## src/rtl/backprop_sequencer.sv

```systemverilog
// rtl/backprop_sequencer.sv - sequences output-layer weight updates through an external datapath
module backprop_sequencer #(
    parameter int N_HIDDEN = 4,
    parameter int IDX_W    = 2,
    parameter int TIMEOUT  = 15
) (
    input  logic             clk_i,
    input  logic             rst_i,
    input  logic             start_i,
    input  logic             zero_weights_i,
    input  logic             ld_en_i,
    input  logic [IDX_W-1:0] ld_idx_i,
    input  logic [7:0]       ld_data_i,
    input  logic             dp_done_i,
    input  logic [7:0]       dp_w_i,
    output logic             dp_en_o,
    output logic             dp_clr_o,
    output logic [IDX_W-1:0] dp_sel_o,
    output logic [7:0]       dp_w_o,
    input  logic [IDX_W-1:0] rd_idx_i,
    output logic [7:0]       rd_data_o,
    output logic             busy_o,
    output logic             done_o,
    output logic             err_o
);

    localparam int CNT_W = $clog2(TIMEOUT + 1);

    typedef enum logic [2:0] {
        S_IDLE,
        S_CLEAR,
        S_ISSUE,
        S_WAIT,
        S_WRITE,
        S_FINISH
    } state_t;

    state_t           state_q, state_d;
    logic [IDX_W-1:0] idx_q, idx_d;
    logic [CNT_W-1:0] cnt_q, cnt_d;
    logic             err_q, err_d;
    logic             supp_q, supp_d;
    logic [7:0]       bank_q [N_HIDDEN];
    logic             dp_en_q, dp_clr_q, busy_q, done_q;

    logic             wr_en;
    logic [IDX_W-1:0] wr_idx;
    logic [7:0]       wr_data;

    always_comb begin
        state_d = state_q;
        idx_d   = idx_q;
        cnt_d   = cnt_q;
        err_d   = err_q;
        supp_d  = supp_q;
        wr_en   = 1'b0;
        wr_idx  = idx_q;
        wr_data = dp_w_i;
        case (state_q)
            S_IDLE: begin
                if (ld_en_i) begin
                    wr_en   = 1'b1;
                    wr_idx  = ld_idx_i;
                    wr_data = ld_data_i;
                end
                if (start_i) begin
                    idx_d   = '0;
                    err_d   = 1'b0;
                    state_d = S_CLEAR;
                end
            end
            S_CLEAR: begin
                cnt_d   = '0;
                supp_d  = 1'b0;
                state_d = S_ISSUE;
            end
            S_ISSUE: state_d = S_WAIT;
            S_WAIT: begin
                // A late done on the final allowed WAIT cycle still wins over the timeout
                if (dp_done_i) begin
                    state_d = S_WRITE;
                end else begin
                    cnt_d = cnt_q + CNT_W'(1);
                    if (cnt_q == CNT_W'(TIMEOUT - 1)) begin
                        err_d   = 1'b1;
                        supp_d  = 1'b1;
                        state_d = S_WRITE;
                    end
                end
            end
            S_WRITE: begin
                wr_en = !supp_q;
                if (idx_q == IDX_W'(N_HIDDEN - 1)) begin
                    state_d = S_FINISH;
                end else begin
                    idx_d   = idx_q + IDX_W'(1);
                    state_d = S_CLEAR;
                end
            end
            S_FINISH: state_d = S_IDLE;
            default:  state_d = S_IDLE;
        endcase
        if (zero_weights_i) begin
            state_d = S_IDLE;
            idx_d   = '0;
            cnt_d   = '0;
            supp_d  = 1'b0;
            wr_en   = 1'b0;
        end
    end

    // Output flags are registered from the next state so they line up with state_q
    always_ff @(posedge clk_i) begin
        if (!rst_i) begin
            state_q  <= S_IDLE;
            idx_q    <= '0;
            cnt_q    <= '0;
            err_q    <= 1'b0;
            supp_q   <= 1'b0;
            dp_en_q  <= 1'b0;
            dp_clr_q <= 1'b0;
            busy_q   <= 1'b0;
            done_q   <= 1'b0;
            for (int i = 0; i < N_HIDDEN; i++) begin
                bank_q[i] <= '0;
            end
        end else begin
            state_q  <= state_d;
            idx_q    <= idx_d;
            cnt_q    <= cnt_d;
            err_q    <= err_d;
            supp_q   <= supp_d;
            dp_en_q  <= (state_d == S_ISSUE);
            dp_clr_q <= (state_d == S_CLEAR);
            busy_q   <= (state_d != S_IDLE);
            done_q   <= (state_d == S_FINISH);
            if (zero_weights_i) begin
                for (int i = 0; i < N_HIDDEN; i++) begin
                    bank_q[i] <= '0;
                end
            end else if (wr_en) begin
                bank_q[wr_idx] <= wr_data;
            end
        end
    end

    assign dp_en_o   = dp_en_q;
    assign dp_clr_o  = dp_clr_q;
    assign dp_sel_o  = idx_q;
    assign dp_w_o    = bank_q[idx_q];
    assign rd_data_o = bank_q[rd_idx_i];
    assign busy_o    = busy_q;
    assign done_o    = done_q;
    assign err_o     = err_q;

endmodule

```

## config.mk

```make
export PLATFORM = sky130hd
export DESIGN_NAME = backprop_sequencer
export DESIGN_NICKNAME = d
export VERILOG_FILES = /design/src/rtl/backprop_sequencer.sv
export SDC_FILE = /design/constraint.sdc
export NUM_CORES = 1
export LEC_CHECK = 0
export ABC_AREA = 0
export CAP_MARGIN = 20
export CORE_UTILIZATION = 40
export DETAILED_ROUTE_END_ITERATION = 7
export SLEW_MARGIN = 40
export SYNTH_ARGS = -nofsm -noshare
export SYNTH_HDL_FRONTEND = slang
export SYNTH_SLANG_ARGS = --single-unit
```

## constraint.sdc

```tcl
create_clock -name clk_i -period 2.45 [get_ports clk_i]
set_clock_uncertainty 0.2 [all_clocks]
set_input_delay 0.245 -clock clk_i [delete_from_list [all_inputs] [get_ports clk_i]]
set_output_delay 0.245 -clock clk_i [all_outputs]
set_load 0.01 [all_outputs]
```

== Word level (Yosys, flattened, before mapping) ==
Memories as Yosys holds them, arrays and structs flattened. A register that Yosys moved wholly into a read port is not among the register bits.
Cells that the tools add are included.

* Bits in registers: 15
* Memory bits (writable): 32
* Input port bits: 26
* Output and inout port bits: 23
* Logic and storage cells: 82
* Memories: 1

* $add $sub $neg: 2
* Equal/unequal tests: 13
* Muxes and demuxes: 40
* Bitwise operators: 5
* Reduce and logical (&&, ||, !) cells: 12

{| class="wikitable"
|+ Memory list
! name !! depth !! width !! read ports !! clocked after memory_dff !! write ports !! line !! source
|-
| bank_q || 4 || 8 || 2 || 1 || 4 || 43 || <nowiki>logic [7:0] bank_q [N_HIDDEN];</nowiki>
|}

{| class="wikitable"
|+ Operators by type and width
! operator !! count
|-
| 8-bit 2-to-1 mux || 7
|-
| 3-bit 2-to-1 mux || 5
|-
| 3-bit one-hot mux with 5 select lines || 1
|-
| 1-bit 2-to-1 mux || 14
|-
| 2-bit 2-to-1 mux || 7
|-
| 3-bit by 2-bit == test with 1-bit output (second input constant) || 3
|-
| 2-bit != test (second input constant) || 4
|-
| 4-bit one-hot mux with 2 select lines || 1
|-
| 8-bit OR reduction || 1
|-
| 3-bit by 1-bit == test with 1-bit output (second input constant) || 2
|-
| 3-bit == test (second input constant) || 2
|-
| 1-bit one-hot mux with 2 select lines || 3
|-
| 3-bit AND reduction || 2
|-
| 2-bit nonzero test || 3
|-
| 4-bit by 1-bit adder with 4-bit output (second input constant) || 1
|-
| 4-bit == test (second input constant) || 1
|-
| 4-bit 2-to-1 mux || 1
|-
| 1-bit OR || 4
|-
| 2-bit one-hot mux with 2 select lines || 1
|-
| 4-bit AND reduction || 1
|-
| 3-bit zero test || 1
|-
| 3-bit nonzero test || 1
|-
| 2-bit by 1-bit adder with 2-bit output (second input constant) || 1
|-
| 2-bit == test (second input constant) || 1
|-
| other kinds (4) || 4
|}

== Longest topological paths before layout ==
Gate-level depths: netlist of the first run.

* Depth after elaboration: 9
* Depth in mapped cells: 6
* Gate-level depth less buffers: 6

== Worst setup path before layout of the first run ==
OpenSTA, ideal clock, no wires.

* Path kind: register to register
* From: register state_q[0]
* To: memory bank_q[0][0] (enable)
* Setup time: 0.329 ns
* Arrival time: 1.512 ns
* Data required time: 1.921 ns
* Path slack: 0.409 ns
* Cell stages (with the launch flop): 6
* Buffers on the path: 1
* Clock period less this slack: 2.041 ns
* Cell sequence: dfxtp_1 > nor4b_2 > buf_6 > mux2i_1 > nand3_2 > nand2_1

{| class="wikitable"
|+ RTL lines
! element !! line !! source
|-
| start, declared || 38 || <nowiki>state_t state_q, state_d;</nowiki>
|-
| start signal, assigned || 128 || <nowiki>state_q <= state_d;</nowiki>
|-
| end, declared || 43 ||
|}

== Final worst setup path of the first run ==
* From: input rd_idx_i[0]
* To: output rd_data_o[4]

* Word-level cells in the longest chain between the ends: 1

{| class="wikitable"
|+ Ends and longest elaborated chain
! element !! line !! source
|-
| start, declared || 20 || <nowiki>input logic [IDX_W-1:0] rd_idx_i,</nowiki>
|-
| memory read 4 x 8 bit || - ||
|-
| end, declared || 21 || <nowiki>output logic [7:0] rd_data_o,</nowiki>
|}

Every way passes these cells.

==> reports/metrics.cfg, run 1 <==
[setup_path]
crit_type = in2out
path_max_fanout = 4
max_stage_delay_ps = 500
crit_cells = 4
cp.buffers_inverters = 3
crit_family = buffers and inverters
worstSetupEndpointType = output pin
cp.required_ps = 2010
crit_slowest_cell = mux4_2
worstPathArrival_ps = 1870
ff2ff_path_depth = 4
cpMostUsedCell = clkdlybuf4s50_1
cp-start-kind = input port
path_cells = clkdlybuf4s50_1 > buf_4 > mux4_2 > clkdlybuf4s50_1

[global_route]
gr-total-overflow = 0
grt_pass1_vias = 1640
grt_use_total_pct = 17.43
grt_pass1_wl_microns = 8183
grt_start_max_net_pins = 16
antenna_found_initial = 0

[detailed_routing]
wl_met1_microns = 2081
detail-route-antenna-nets = 0
drt_pass1_iterations = 4
wl_per_cell_microns = 15.07
vias = 1717
dr.max_layer_used = met4
wl_microns = 4959
drc = 0
dr_wl_met2_microns = 2533
drt_first_iter_violations = 71
avgViaCountPerCell = 5.219
met3RoutedLength_microns = 266

[die]
die_w_microns = 80.26
core_sq_um = 5921
dieHeight_microns = 80.26
ios = 49
initial_core_util_pct = 41.38
dieArea_sq_um = 6442
rows = 28

[cells_and_area]
finish.utilization_pct = 54.61
fin_area_sq_um = 3233
drive_gt1_share_pct = 19.29
antenna_cells = 0
final_cells = 329
area_delta_synth_final_pct = 31.97
nNetsFinal = 282

[sta]
slew_viol_final = 0
worstMarginPinSlew_ps = 493.7
setup_viol = 0
rsz0062_at_grt = false
finalCriticalPeriod_ps = 2319
max_freq_mhz = 431.2
max-slew-margin-rel_pct = 67.09
finalHoldViolCount = 0
setup_slack_ps = 130.6
fin_crit_sh_pct = 94.67
tns_ps = 0

[worst_hold_path]
hold_class = reg2reg
hold-path-cell-count = 2

[synth]
synth_edf_count = 32
synthAdderAreaFrac_pct = 1.532
synth_cell_type_count = 39
ys.flop_type = edfxtp_1
synth.top_cell.area_share_pct = 39.22
synth.mux.area_fraction_pct = 20.38
synth.cell_area_sq_um = 2450
yosys.area_share.simple_pct = 16.85
async_reset_ff_share_pct = 0
synth_nets = 223
synth_xor_area_share_pct = 0
netlist_instances = 194
ys.warnings.count = 0
synth.yosys.seq_area_share_pct = 53.12
ys_seq_elements = 49
synth_top_family_by_area = multiplexers
yosysTopAreaCell = edfxtp_1
synth_compound_area_share_pct = 5.924
syn_area_per_cell_sq_um = 12.63
synthTopCellsByArea = edfxtp_1 (39%), mux4_2 (15%), dfxtp_1 (14%)

[cts]
cts_buffers = 5
cts_resized = 0
post_cts_buffers = 0
clk_pin_slew_ps = 90
cts_max_path_buffers = 2
cts_tree = yes
cts.sinks = 49
insertion_delay_ps = 300
cts_hold_buffers = 0
cts_max_level = 2
cts-root-buf = clkbuf_8

[placement]
port_buffers = 48
place_area_sq_um = 3113
dp_hpwl_microns = 3706
dp_cells = 321
dp_worst_setup_slack_ps = 122.7
gp_congestion = 0.7725

[run_status]
outcome = completed

[pwr]
peakVddDrop_mv = 0.3718
leakage_uw = 0.001173
powerDensity_nw_per_um2 = 545.2

[job]
drv_cap = 0

[cells in the mapped netlist, types with 2 or more instances]
cell type,number
nand2_1,10
mux2i_1,9
nand3_2,2
mux4_2,16
a211oi_1,3
o21ai_0,4
nand2b_1,3
a21o_1,2
nand3_4,2
a21oi_1,7
ha_1,3
a31oi_1,2
dfxtp_1,17
nor2b_1,2
nor3_1,10
buf_1,2
and2_1,2
edfxtp_1,32
clkbuf_1,3
buf_2,4
nor2_1,41
[kinds of logic after synthesis]
group | after synthesis
flip-flops | 49
AO/OA/AOI/OAI | 22
adder cells (fa/ha/maj) | 3
AND/OR/NAND/NOR | 81
buffers and inverters | 11
multiplexers | 28
[path summary, 6_finish.rpt]
path / startpoint / end / slack (ps)
worst max-delay path: rd_idx_i[0] / rd_data_o[4] / 130
worst min-delay path: cnt_q[3] / cnt_q[3] / 300
worst max register to register: state_q[2] / bank_q[2][7] / 360
worst min register to register: cnt_q[3] / cnt_q[3] / 300
[sequential cells by signal, summed over array words and instances, names as in the netlist, 2 cells and up, named ones only]
name	flops
bank_q	32
state_q	3
cnt_q	4
dp_sel_o	2
[power breakdown]
group / switching [uW] / total (uW) / internal (uW)
combinational: 102 / 242 / 140
clock: 265 / 597 / 332
sequential: 15.3 / 924 / 909
[stage by stage]
step                hold WS (ps)  total power (uW)
finish                     304.6              1763
global route               349.8              1834
CTS                        310.4              1784
detailed placement         291.7              1190
global placement           284.9              1188
floorplan                  178.4              1061
[worst min-delay path: stages, from the launching register on]
cell     delay [ps]
dfxtp_1         350
nand2_1          60
a21oi_1          50
[routing by layer]
metal  vias up  track usage [%]
li1        846                -
met1       812            20.37
met2        54            31.28
met3         5            3.636
met4         0            6.429
met5         -                0
[area by class of cell]
| type | instances | area (sq um) |
|---|---|---|
| fill | 508 | 2688 |
| sequential | 49 | 1301 |
| multi-input combinational | 134 | 1104 |
| timing repair buffer | 62 | 610.6 |
| tap | 75 | 93.84 |
| clock buffer | 6 | 82.58 |
| clock inverter | 2 | 37.54 |
| inverter | 1 | 3.754 |
[layout by cell type (no fill, tap or decap), types with 3 or more instances in the layout]
| cell type | n |
|---|---|
| nand2b_1 | 3 |
| o21ai_0 | 4 |
| a21oi_1 | 7 |
| edfxtp_1 | 32 |
| mux2i_1 | 9 |
| a211oi_1 | 3 |
| mux4_2 | 16 |
| clkdlybuf4s50_1 | 48 |
| nor3_1 | 10 |
| nor2_1 | 41 |
| buf_4 | 12 |
| dfxtp_1 | 17 |
| clkbuf_8 | 6 |
| ha_1 | 3 |
| nand2_1 | 10 |
Power figures use the tool's default switching activity.
==> run 2: changes to the inputs <==
GPL_ROUTABILITY_DRIVEN = 1   (was not set)
==> results of run 2 <==
The final DEF is identical to that of run 1; final timing and power are the same.
